File: src/rtl/im2col_pkg.sv
// Shared definitions for the im2col blocks: derived window geometry and the stream FSM states.
package im2col_pkg;

  typedef enum logic {StLoad, StEmit} state_e;

  function automatic int calc_out_dim(int img, int k, int s, int p);
    return (img - k + 2 * p) / s + 1;
  endfunction

  function automatic int calc_hp(int w, int k, int s, int p);
    return calc_out_dim(w, k, s, p);
  endfunction

  function automatic int calc_vp(int h, int k, int s, int p);
    return calc_out_dim(h, k, s, p);
  endfunction

  function automatic int calc_ncol(int w, int h, int k, int s, int p);
    return calc_hp(w, k, s, p) * calc_vp(h, k, s, p);
  endfunction

  function automatic int calc_nrow(int c, int k);
    return c * k * k;
  endfunction

  // Counter width that never collapses to zero bits.
  function automatic int clog2_min1(int n);
    return (n <= 2) ? 1 : $clog2(n);
  endfunction

endpackage

File: src/rtl/im2col_frame_buffer.sv
// Full-frame pixel store: raster-addressed write, N_RD combinational reads by signed
// (y, x) coordinate returning zero outside the image.
module im2col_frame_buffer
  import im2col_pkg::*;
#(
  parameter int IMAGE_WIDTH  = 4,
  parameter int IMAGE_HEIGHT = 4,
  parameter int CHANNELS     = 1,
  parameter int DATA_WIDTH   = 8,
  parameter int N_RD         = 4,
  parameter int CW           = 5
) (
  input  logic                                     clk,
  input  logic                                     i_we,
  input  logic [clog2_min1(IMAGE_WIDTH*IMAGE_HEIGHT)-1:0] i_waddr,
  input  logic [CHANNELS*DATA_WIDTH-1:0]           i_wdata,
  input  logic [N_RD*CW-1:0]                       i_ry,
  input  logic [N_RD*CW-1:0]                       i_rx,
  output logic [N_RD*CHANNELS*DATA_WIDTH-1:0]      o_rdata
);

  localparam int PW = CHANNELS * DATA_WIDTH;
  localparam int AW = clog2_min1(IMAGE_WIDTH * IMAGE_HEIGHT);

  logic [PW-1:0]        r_mem [IMAGE_WIDTH*IMAGE_HEIGHT];
  logic signed [CW-1:0] w_y;
  logic signed [CW-1:0] w_x;

  always_ff @(posedge clk) begin
    if (i_we) r_mem[i_waddr] <= i_wdata;
  end

  always_comb begin
    o_rdata = '0;
    w_y     = '0;
    w_x     = '0;
    for (int i = 0; i < N_RD; i++) begin
      w_y = $signed(i_ry[i*CW +: CW]);
      w_x = $signed(i_rx[i*CW +: CW]);
      if (w_y >= 0 && int'(w_y) < IMAGE_HEIGHT && w_x >= 0 && int'(w_x) < IMAGE_WIDTH) begin
        o_rdata[i*PW +: PW] = r_mem[AW'(int'(w_y) * IMAGE_WIDTH + int'(w_x))];
      end
    end
  end

endmodule

File: src/rtl/im2col_stream.sv
// Streaming im2col: loads one raster-order frame, then emits one im2col column per
// output transfer, with zero padding and stride applied at read time.
module im2col_stream
  import im2col_pkg::*;
#(
  parameter int IMAGE_WIDTH  = 4,
  parameter int IMAGE_HEIGHT = 4,
  parameter int CHANNELS     = 1,
  parameter int KERNEL_SIZE  = 2,
  parameter int STRIDE       = 1,
  parameter int PADDING      = 0,
  parameter int DATA_WIDTH   = 8
) (
  input  logic                                                   clk,
  input  logic                                                   rst_n,
  input  logic                                                   in_valid,
  output logic                                                   in_ready,
  input  logic [CHANNELS*DATA_WIDTH-1:0]                         in_data,
  output logic                                                   out_valid,
  input  logic                                                   out_ready,
  output logic [CHANNELS*KERNEL_SIZE*KERNEL_SIZE*DATA_WIDTH-1:0] out_data,
  output logic                                                   out_last,
  output logic                                                   busy
);

  localparam int HP   = calc_hp(IMAGE_WIDTH, KERNEL_SIZE, STRIDE, PADDING);
  localparam int VP   = calc_vp(IMAGE_HEIGHT, KERNEL_SIZE, STRIDE, PADDING);
  localparam int NCOL = calc_ncol(IMAGE_WIDTH, IMAGE_HEIGHT, KERNEL_SIZE, STRIDE, PADDING);
  localparam int KK   = KERNEL_SIZE * KERNEL_SIZE;
  localparam int NPIX = IMAGE_WIDTH * IMAGE_HEIGHT;
  localparam int PIXW = clog2_min1(NPIX);
  localparam int CLW  = clog2_min1(NCOL);
  localparam int HW   = clog2_min1(HP);
  localparam int VW   = clog2_min1(VP);
  // One sign bit plus room for -PADDING .. dimension+PADDING.
  localparam int CW   = clog2_min1(IMAGE_WIDTH + IMAGE_HEIGHT + 2 * PADDING + 1) + 1;

  state_e            r_state;
  state_e            w_state_d;
  logic [PIXW-1:0]   r_pix;
  logic [CLW-1:0]    r_col;
  logic [HW-1:0]     r_ox;
  logic [VW-1:0]     r_oy;
  logic              w_in_fire;
  logic              w_out_fire;
  logic              w_pix_last;
  logic              w_col_last;
  logic [KK*CW-1:0]  w_ry;
  logic [KK*CW-1:0]  w_rx;
  logic [KK*CHANNELS*DATA_WIDTH-1:0] w_rdata;

  assign w_pix_last = (r_pix == PIXW'(NPIX - 1));
  assign w_col_last = (r_col == CLW'(NCOL - 1));
  assign w_in_fire  = in_valid && in_ready;
  assign w_out_fire = out_valid && out_ready;
  assign out_last   = (r_state == StEmit) && w_col_last;
  assign busy       = !((r_state == StLoad) && (r_pix == '0));

  always_ff @(posedge clk or negedge rst_n) begin
    if (!rst_n) r_state <= StLoad;
    else        r_state <= w_state_d;
  end

  always_comb begin
    w_state_d = r_state;
    in_ready  = 1'b0;
    out_valid = 1'b0;
    case (r_state)
      StLoad: begin
        in_ready = 1'b1;
        if (in_valid && w_pix_last) w_state_d = StEmit;
      end
      StEmit: begin
        out_valid = 1'b1;
        if (out_ready && w_col_last) w_state_d = StLoad;
      end
      default: w_state_d = StLoad;
    endcase
  end

  always_ff @(posedge clk or negedge rst_n) begin
    if (!rst_n) begin
      r_pix <= '0;
      r_col <= '0;
      r_ox  <= '0;
      r_oy  <= '0;
    end else begin
      if (w_in_fire) r_pix <= w_pix_last ? '0 : r_pix + 1'b1;
      if (w_out_fire) begin
        if (w_col_last) begin
          r_col <= '0;
          r_ox  <= '0;
          r_oy  <= '0;
        end else begin
          r_col <= r_col + 1'b1;
          if (r_ox == HW'(HP - 1)) begin
            r_ox <= '0;
            r_oy <= r_oy + 1'b1;
          end else begin
            r_ox <= r_ox + 1'b1;
          end
        end
      end
    end
  end

  // Window tap coordinates; negative or past-edge values read back as zero padding.
  always_comb begin
    w_ry = '0;
    w_rx = '0;
    for (int ky = 0; ky < KERNEL_SIZE; ky++) begin
      for (int kx = 0; kx < KERNEL_SIZE; kx++) begin
        w_ry[(ky*KERNEL_SIZE+kx)*CW +: CW] = CW'(int'(r_oy) * STRIDE + ky - PADDING);
        w_rx[(ky*KERNEL_SIZE+kx)*CW +: CW] = CW'(int'(r_ox) * STRIDE + kx - PADDING);
      end
    end
  end

  im2col_frame_buffer #(
    .IMAGE_WIDTH (IMAGE_WIDTH),
    .IMAGE_HEIGHT(IMAGE_HEIGHT),
    .CHANNELS    (CHANNELS),
    .DATA_WIDTH  (DATA_WIDTH),
    .N_RD        (KK),
    .CW          (CW)
  ) u_frame_buffer (
    .clk    (clk),
    .i_we   (w_in_fire),
    .i_waddr(r_pix),
    .i_wdata(in_data),
    .i_ry   (w_ry),
    .i_rx   (w_rx),
    .o_rdata(w_rdata)
  );

  // Buffer returns taps with channels innermost; columns want channel-major rows.
  always_comb begin
    out_data = '0;
    for (int c = 0; c < CHANNELS; c++) begin
      for (int k = 0; k < KK; k++) begin
        out_data[(c*KK+k)*DATA_WIDTH +: DATA_WIDTH] =
          w_rdata[(k*CHANNELS+c)*DATA_WIDTH +: DATA_WIDTH];
      end
    end
  end

endmodule

File: config.mk
export PLATFORM = sky130hd
export DESIGN_NAME = im2col_stream
export DESIGN_NICKNAME = d
export VERILOG_FILES = /design/src/rtl/im2col_pkg.sv /design/src/rtl/im2col_frame_buffer.sv /design/src/rtl/im2col_stream.sv
export SDC_FILE = /design/constraint.sdc
export NUM_CORES = 1
export LEC_CHECK = 0
export CORE_MARGIN = 4
export CORE_UTILIZATION = 55
export DETAILED_ROUTE_END_ITERATION = 10
export GPL_TIMING_DRIVEN = 1
export PLACE_DENSITY_LB_ADDON = 0.25
export SKIP_CTS_REPAIR_TIMING = 1
export SYNTH_ARGS = -nofsm -noshare
export SYNTH_HDL_FRONTEND = slang
export SYNTH_SLANG_ARGS = --single-unit
File: constraint.sdc
create_clock -name clk -period 8.5 [get_ports clk]
set_input_delay 1.7 -clock clk [delete_from_list [all_inputs] [get_ports clk]]
set_output_delay 1.7 -clock clk [all_outputs]
set_load 0.05 [all_outputs]
# Word-level counts from Yosys, hierarchy flattened

Memory sizes are Yosys's and may differ from the RTL's.
Cells that the tools add are included.

Output and inout port bits: 36
Memory bits (writable): 128
Register bits after elaboration: 13
Word-level logic and storage cells: 65
Memories kept: 1

Memories:

| name                 | depth | width | read ports | clocked after Yosys merged registers in | wr ports | RTL line                  | RTL |
|---|---|---|---|---|---|---|---|
| u_frame_buffer.r_mem | 16    | 8     | 4          | 0                                       | 1        | im2col_frame_buffer.sv:25 | `logic [PW-1:0] r_mem [IMAGE_WIDTH*IMAGE_HEIGHT];` |

$add $sub $neg: 10
Multiplexer cells: 17
Eq/ne operators: 3
Reductions and logical operators: 20
$lt $le $gt $ge: 8
Bitwise operators: 1

Operators by type and width:

| operator                                                                      | number |
|---|---|
| 8-bit 2-to-1 mux                                                              | 4 |
| 1-bit logical AND                                                             | 16 |
| 4-bit by 1-bit adder with 4-bit output (second input constant)                | 2 |
| 4-bit by 2-bit adder with 4-bit output                                        | 2 |
| 4-bit by 3-bit adder with 4-bit output                                        | 2 |
| 4-bit == test (second input constant)                                         | 2 |
| 2-bit 2-to-1 mux                                                              | 4 |
| 4-bit 2-to-1 mux                                                              | 2 |
| 2-bit by 1-bit adder with 3-bit output (second input constant)                | 2 |
| 3-bit by 1-bit >= comparator with 1-bit output (second input constant)        | 2 |
| 2-bit by 3-bit less-than comparator with 1-bit output (second input constant) | 2 |
| 3-bit less-than comparator (second input constant)                            | 2 |
| 1-bit 2-to-1 mux                                                              | 6 |
| 2-bit by 1-bit adder with 2-bit output (second input constant)                | 2 |
| 2-bit by 1-bit >= comparator with 1-bit output (second input constant)        | 2 |
| 4-bit logical NOT                                                             | 1 |
| 2-bit == test (second input constant)                                         | 1 |
| 1-bit case mux with 2 select lines                                            | 1 |
| 2-bit AND reduction                                                           | 1 |
| 2-bit nonzero test                                                            | 1 |
| 1-bit logical NOT                                                             | 1 |
| 1-bit NOT                                                                     | 1 |

# Depth between registers and ports, before layout

Gate-level depths: netlist of run 1.

Word-level depth: 6
Depth in mapped cells: 10
Depth with buffers taken out: 6

# By module

Synthesis of run 1 repeated with hierarchy kept, for this count alone.

Cell total of the unflattened synthesis: 529
Area total of the unflattened synthesis: 9011.1 sq um

By module, submodules not included:

| module              | area each (sq um) | cells each | instances |
|---|---|---|---|
| im2col_frame_buffer | 8277.9            | 456        | 1 |
| im2col_stream       | 733.2             | 73         | 1 |

# Worst setup path after synthesis of run 1

No wires, ideal clock.

Kind: register to output
Start point: register r_ox[1]
End point: output port out_data[24]
Data arrival time: 2.883 ns
Data required time: 6.800 ns
Path slack: 3.917 ns
Cell stages (with the launch flop): 10
Path through: dfrtp_1 > clkbuf_1 > clkbuf_1 > inv_1 > ha_1 > buf_2 > buf_2 > mux4_2 > mux2i_1 > o22ai_1

Longest elaborated chain between the ends: 5

RTL lines:

| item                                                      | RTL line                  | RTL |
|---|---|---|
| start, declared                                           | im2col_stream.sv:42       | `logic [HW-1:0] r_ox;` |
| start signal, assigned                                    | im2col_stream.sv:100      | `r_ox <= r_ox + 1'b1;` |
| 2-bit by 1-bit adder with 3-bit output (*)                | im2col_stream.sv:114      | `w_rx[(ky*KERNEL_SIZE+kx)*CW +: CW] = CW'(int'(r_ox) * STRIDE + kx - PADDING);` |
| branches (longest 3 deep; another with memory 16 x 8 bit) | -                         |  |
| 8-bit 2-to-1 mux (*)                                      | im2col_frame_buffer.sv:40 | `if (w_y >= 0 && int'(w_y) < IMAGE_HEIGHT && w_x >= 0 && int'(w_x) < IMAGE_WIDTH) begin` |
| end, declared                                             | im2col_stream.sv:21       | `output logic [CHANNELS*KERNEL_SIZE*KERNEL_SIZE*DATA_WIDTH-1:0] out_data,` |

Mark *: on every way between the ends.

# Worst setup path in the final report of run 1

Start point: register r_ox[0]
End point: output port out_data[9]

Same word-level chain as after synthesis.

==> results.md, run 1 <==
STA:
- The shortest clock period the worst path allows after layout is 6.30 ns.
- The number of setup violations in the final report is 0.
- The final number of hold-violating endpoints is 0.
- Setup repair after global routing left no endpoint under its margin.
- After routing, the total negative slack on setup checks comes to 0 ns.
- Dividing the final minimum period by the clock period gives 74.1%.
- The clock arrives with 0.00889 ns of skew.
- The final-report max-slew violation count is 0.
- The worst-case headroom to the max-slew limit is 19.3%.
- The timing-limited maximum frequency is 159 MHz.
- The transition time of the tightest slew-check pin is 1.21 ns.

Logic synthesis:
- In the post-synthesis netlist, the biggest area contributors are edfxtp_1 (54%), mux4_2 (23%), mux2i_1 (6.7%), dfrtp_1 (4.5%), ha_1 (2.1%).
- In this run the biggest area consumer among cell types represents 53.7% of the synthesized area.
- The number of instances in the synthesized netlist is 410.
- The synthesized design spends more area on one cell type than any other, namely edfxtp_1.
- The post-synthesis instance area is 0.00716 mm².
- The synthesized design contains 128 enable-type register cells.
- The total of warnings raised by yosys is 0.
- Of the synthesized area, sequential elements account for 58.2%.
- The count of distinct cell types in the synthesized netlist is 32.
- The post-synthesis area per instance is 17.5 µm².
- The number of nets in the synthesized netlist is 434.
- In this run, synthesis produced a sequential element count of 141.
- The async set or reset register ratio after synthesis is 9.22%.
- The primary flip-flop cell chosen by synthesis mapping is edfxtp_1.

Critical path:
- The critical path is of the reg -> out type.
- The critical register-to-register path endpoint is u_frame_buffer.r_mem[15][0].
- Along the worst path, the maximum fanout reaches 69.
- The register-to-register path setup slack is 5.96 ns.
- The endpoint of the worst setup timing path is out_data[9].
- At the worst endpoint, the arrival time is 4.60 ns.
- The required time reported for the critical path endpoint is 6.80 ns.
- The critical path starts at r_ox[0].
- The nature of the critical path startpoint is a flip-flop.
- The depth of the most critical reg-to-reg path is 3.
- The kind of end point of the critical path is an output pin.
- The start of the worst register-to-register path is r_state.

Floorplan:
- The die footprint is 0.0149 mm².
- For this configuration, the core starts out at a cell density of 56.5%.
- The width of the die is 122 µm.
- In this run the standard cell core region covers 0.0127 mm².
- Row generation in the floorplan step produced 41 rows.
- In this run the vertical extent of the chip is 122 µm.
- The I/O pin total is 48.

Drt:
- The remaining routing DRC violations is 0.
- The antenna violation net count after detailed routing is 0.
- The final layout contains routed wiring with a total length of 18.0 mm.
- The DRC marker count from the first detailed-route iteration is 398.
- The number of vias in the routed layout is 4362.
- Dividing the detail-routed wire length by the instance count gives 28.0 µm.
- In the routed layout, each cell is associated on average with a via count of 6.79.
- The first TritonRoute pass finished after 5 iterations.

Clock tree:
- The total clock buffers created by CTS is 17.
- The clock tree from TritonCTS is yes.
- After clock tree synthesis, the clock-pin slew on the worst setup and hold paths is 0.05 ns.
- The root cell of the clock tree is clkbuf_16.
- The number of sinks driven by the clock tree is 141.
- The longest clock path from root to sink contains 2 buffers.
- The H-tree generated during clock tree synthesis spans 4 levels.
- The later pin in the worst-skew pair is clocked with a latency of 0.42 ns.

Min path:
- The min-delay analysis places its worst path in the category reg -> reg.
- The cell count of the worst hold path is 2.

Global routing:
- The first global-routing pass estimated 27.0 mm of wire.
- The initial antenna violation count was 0.
- The via count of the first global-routing pass is 4471.
- In the global route stage, overall resource usage came out at 25.8%.
- Entering global routing, the biggest net connects 70 pins.
- After global routing the overflow that remains totals 0.

Run status:
- The run finished with clean final reports.

Run:
- The reported max-cap violation count is 0.

Cells and area:
- For this run, the post-layout net count is 481.
- Relative to the synthesized area, the layout overhead comes to 16.8%.
- The number of antenna diodes in the final layout is 0.
- The fraction of final layout cells sized beyond drive strength 1 is 26.0%.

Placement:
- The weighted congestion reported at the end of routability-driven placement is 0.830.
- The count of buffers inserted at the top-level ports is 47.
- The sum of net half-perimeters after detailed placement is 11.5 mm.
[per-layer routing]
metal	wire [µm]	track usage [%]	vias to the layer above
met5	0	0	-
met4	674	12.3	0
met3	1430	5.25	46
met2	9120	42.3	245
met1	6780	33.4	2284
li1	-	-	1787
[cell families after synthesis]
kind of cell	Yosys count	share of synthesized area [%]
multiplexers	123	29.8
flip-flops	141	58.2
AND/OR/NAND/NOR	56	3.56
AO/OA/AOI/OAI	37	3.20
adder cells (fa/ha/maj)	12	2.10
buffers and inverters	38	2.52
XOR/XNOR	3	0.577
[registers in the layout, summed over array words and instances, names as in the netlist]
register / flops
u_frame_buffer.r_mem: 128
r_col: 4
r_pix: 4
r_ox: 2
r_oy: 2
r_state: 1
[critical path, cell delays in order (launching register included)]
cell             delay, ns
dfrtp_4               1.13
inv_1                 0.19
ha_2                  0.79
buf_4                 0.43
mux4_2                0.58
mux2i_1               0.16
o22ai_1               0.13
clkdlybuf4s50_1       0.75
[worst min-delay path by stage]
stage	start	end	slack, ns
after floorplan	r_col[3]	r_col[3]	0.49
after detailed placement	r_col[3]	r_col[3]	0.53
after CTS	r_col[3]	r_col[3]	0.54
after global routing	r_col[2]	r_col[2]	0.57
after global placement	r_col[3]	r_col[3]	0.52
final	r_col[3]	r_col[3]	0.55
[Yosys cell counts, types with 2 or more instances]
cell type  number
dfrtp_1        13
o22ai_1        24
mux4_2         72
inv_1           7
buf_4           2
ha_1           12
nor3_1          5
buf_1           6
nand3_1         7
edfxtp_1      128
buf_2          12
mux2i_1        48
or2_2           2
nor2b_1         2
mux2_2          3
clkbuf_1        9
nand2_1        17
nand2b_1        4
nor2_1         16
o21ai_0         7
a21oi_1         2
buf_6           2
[cell usage in the layout (no fill, tap or decap), drive strengths merged, types with 3 or more instances in the layout]
cell type	instances
buf	12
clkbuf	18
clkdlybuf4s50	47
clkinv	5
clkinvlp	4
dfrtp	13
edfxtp	128
ha	12
inv	10
mux2	3
mux2i	48
mux4	72
nand2	17
nand2b	4
nand3	7
nor2	16
nor3	5
o21ai	7
o22ai	24
[through the flow]
step	util [%]	setup WS [ns]	cell area [µm²]	hold WS, ns	std cells
after floorplan	-	3.92	7160	0.487	410
after global placement	61.5	2.67	7790	0.515	610
after detailed placement	61.5	2.56	7790	0.531	610
after CTS	66.0	2.09	8360	0.542	642
after global routing	66.0	1.82	8360	0.574	642
final	66.0	2.20	8360	0.552	642
[cell type report]
class	instances	area (µm²)
fill	840	4310
sequential	141	4170
multi-input combinational	231	2810
timing repair buffer	59	561
clock buffer	18	429
tap	172	215
clock inverter	14	143
inverter	7	26.3
Power of run 1 is left out: the tool's default activity adds up to more than one toggle a clock period on the data nets, which glitch-free logic cannot reach.
==> run 2, diff against run 1 <==
==> constraint.sdc (replaced) <==
create_clock -name clk -period 6.5 [get_ports clk]
set_input_delay 1.3 -clock clk [delete_from_list [all_inputs] [get_ports clk]]
set_output_delay 1.3 -clock clk [all_outputs]
set_load 0.05 [all_outputs]
==> run 2 against run 1 <==
Clock skew up 0.0025 ns. Flip-flop and latch count stayed put. Clock-buffer cell count is 10 higher. Worst hold slack better by 0.014 ns. Final area shrank 0.82%. Wire length fell by 6.0%. Utilization decreased by 0.54 points. Via count down 4.3%. Worst setup slack worse by 1.1 ns. Die area stayed put. Non-clock buffer count down 2.
==> results.md, run 2 (synthesis gave the netlist of run 1 again) <==
Run status:
- The flow ran to the end, and the final reports show no timing, DRC or antenna violations.

Drt:
- Wires add up to 16.9 mm.
- After detailed routing, the number of vias per cell comes to 6.52.
- The detailed-router iteration count before antenna repair is 5.
- The final route contains 4174 vias.
- In this run the remaining antenna-violating nets after routing total 0.
- The DRC marker count from the first detailed-route iteration is 301.
- The routed wirelength normalized by instance count is 26.4 µm.
- The remaining routing DRC violations is 0.

Clock tree:
- The clock net in this run drives a total of 141 sinks.
- The clock latency of the later-clocked register in the worst-skew pair is 0.42 ns.
- In this run the number of H-tree levels came out at 4.
- The total clock buffers created by CTS is 17.
- Clock-pin slew was measured on the worst setup and hold paths at 0.06 ns.
- The maximum clock path buffer count is 2.
- The tree is rooted in a clkbuf_16.
- The clock tree from TritonCTS is yes.

Critical path:
- The top cell family by delay on the critical path is buffers and inverters.
- The startpoint identified for the worst register-to-register timing path is r_state.
- In this run the register-to-register setup slack is 4.02 ns.
- The highest-delay cell along the critical path is clkdlybuf4s50_1.
- The required time reported for the critical path endpoint is 5.20 ns.
- The nature of the critical path startpoint is a flip-flop.
- The arrival time at the worst endpoint is 4.05 ns.
- The worst setup path is captured at an output pin.
- The critical path buffer and inverter count is 2.
- The largest single stage delay on the critical path is 0.84 ns.
- In this run the worst path has a maximum fanout of 18.
- The critical register-to-register path endpoint is u_frame_buffer.r_mem[15][2].
- Walking the worst path, the cells encountered are ha_1 -> xnor2_2 -> buf_4 -> mux2i_1 -> o22ai_1 -> clkdlybuf4s50_1.
- The critical path class is reg -> out.
- The depth of the most critical reg-to-reg path is 3.

STA:
- The number of setup violations in the final report is 0.
- The final number of hold-violating endpoints is 0.
- Setup repair after global routing left no endpoint under its margin.
- Adding up every negative setup slack in the final design gives 0 ns.
- Measured against its own limit, the worst slew margin works out to 23.7%.
- The final-report max-slew violation count is 0.
- The shortest clock period the worst path allows after layout is 5.35 ns.
- The transition time of the tightest slew-check pin is 1.14 ns.
- Between clock sinks in the finished design, the worst skew comes to 0.0114 ns.
- For this run, the top clock speed supported by timing is 187 MHz.
- The part of the cycle the worst path needs is 82.4%.

Global routing:
- The initial antenna violation count is 0.
- Global routing consumed, on the met2 layer, 40.7% of the routing resources.
- The via count of the first global-routing pass was 4216.
- Entering global routing, the biggest net connects 68 pins.
- In the global route stage, overall resource usage came out at 24.7%.
- The met1 routing resource usage after global routing is 31.0%.
- The first-pass GRT wire length is 25.6 mm.
- After global routing, the most crowded layer is met2.
- The met3 usage in global routing is 6.55%.
- The total global routing overflow is 0.

Floorplan:
- The width of the die is 122 µm.
- The placeable core area is 0.0127 mm².
- The I/O pin total is 48.
- The overall die height is 122 µm.
- The floorplan step defined a die boundary enclosing 0.0149 mm².
- The initial core utilization is 56.5%.
- The row count is 41.

Placement:
- Port buffering added 47 buffers.
- The sum of net half-perimeters after detailed placement is 11.5 mm.
- The weighted congestion reported at the end of routability-driven placement is 0.828.

Cells and area:
- The final layout contains 479 nets.
- The leading cell type in the layout, fill and taps excluded is edfxtp_1.
- The number of antenna diodes in the final layout is 0.
- Compared with the post-synthesis result, the final layout area differs by 15.8%.
- Counting flops per register, the top entry is u_frame_buffer.r_mem.
- The number of flip-flops in the largest register is 128.
- The fraction of final layout cells sized beyond drive strength 1 is 24.1%.
- The fill cell instance count of the final layout is 873.
- The largest registers in the layout are u_frame_buffer.r_mem (128), r_col (4), r_pix (4).
- In the layout the commonest cells are edfxtp_1 (128), mux4_2 (72), mux2i_1 (48), clkdlybuf4s50_1 (47), o22ai_1 (24).

Min path:
- The startpoint identified for the worst hold timing path is r_col[3].
- The cell count of the worst hold path is 2.
- The worst hold path belongs to the class reg -> reg.
- The worst hold path terminates at r_col[3].

Run:
- Max-cap violations in this run came to 0.
run 2: changes by cell type in the layout (fill, tap and decap cells not counted), sizes merged:
cell,delta
clkbuf,+10
clkinvlp,-4
clkinv,-1
bufinv,-2
buf,-2
inv,-3
run 2: worst max path at each step:
stage / startpoint / end / slack [ns] / cells past startpoint
2_1_floorplan: r_ox[1] / out_data[24] / 2.32 / 9
3_3_place_gp: r_ox[1] / out_data[15] / 1.70 / 8
3_5_place_dp: r_oy[1] / out_data[24] / 1.63 / 6
4_1_cts: r_oy[1] / out_data[24] / 1.17 / 6
5_1_grt: r_oy[1] / out_data[25] / 1.02 / 6
6_report: r_oy[1] / out_data[24] / 1.15 / 6
run 2: cell type report:
cell class	count	area, µm²	share of cell area (%)
clock inverter	4	18.8	0.226
multi-input combinational	231	2810	33.9
sequential	141	4170	50.3
tap	172	215	2.60
clock buffer	28	487	5.87
inverter	7	26.3	0.317
timing repair buffer	57	558	6.73
run 2: per-stage QoR:
step / hold slack, ns / setup WS [ns] / util [%] / std cells / instance area (µm²)
after global placement: 0.511 / 1.70 / 61.4 / 608 / 7790
after global routing: 0.592 / 1.02 / 65.4 / 640 / 8290
after CTS: 0.560 / 1.17 / 65.4 / 640 / 8290
after detailed placement: 0.549 / 1.63 / 61.4 / 608 / 7790
after floorplan: 0.487 / 2.32 / - / 410 / 7160
final: 0.566 / 1.15 / 65.4 / 640 / 8290
run 2: tightest hold or removal path, cell delays in order, from the launching register on:
cell     delay [ns]
dfrtp_1        0.40
nand2_1        0.06
o21ai_0        0.07
run 2: layer usage:
metal	part of all wire, %	vias up
li1	-	1786
met1	38	2156
met2	52	195
met3	6.9	37
met4	3.4	0
met5	0	-
Power of run 2 is left out for the same reason.
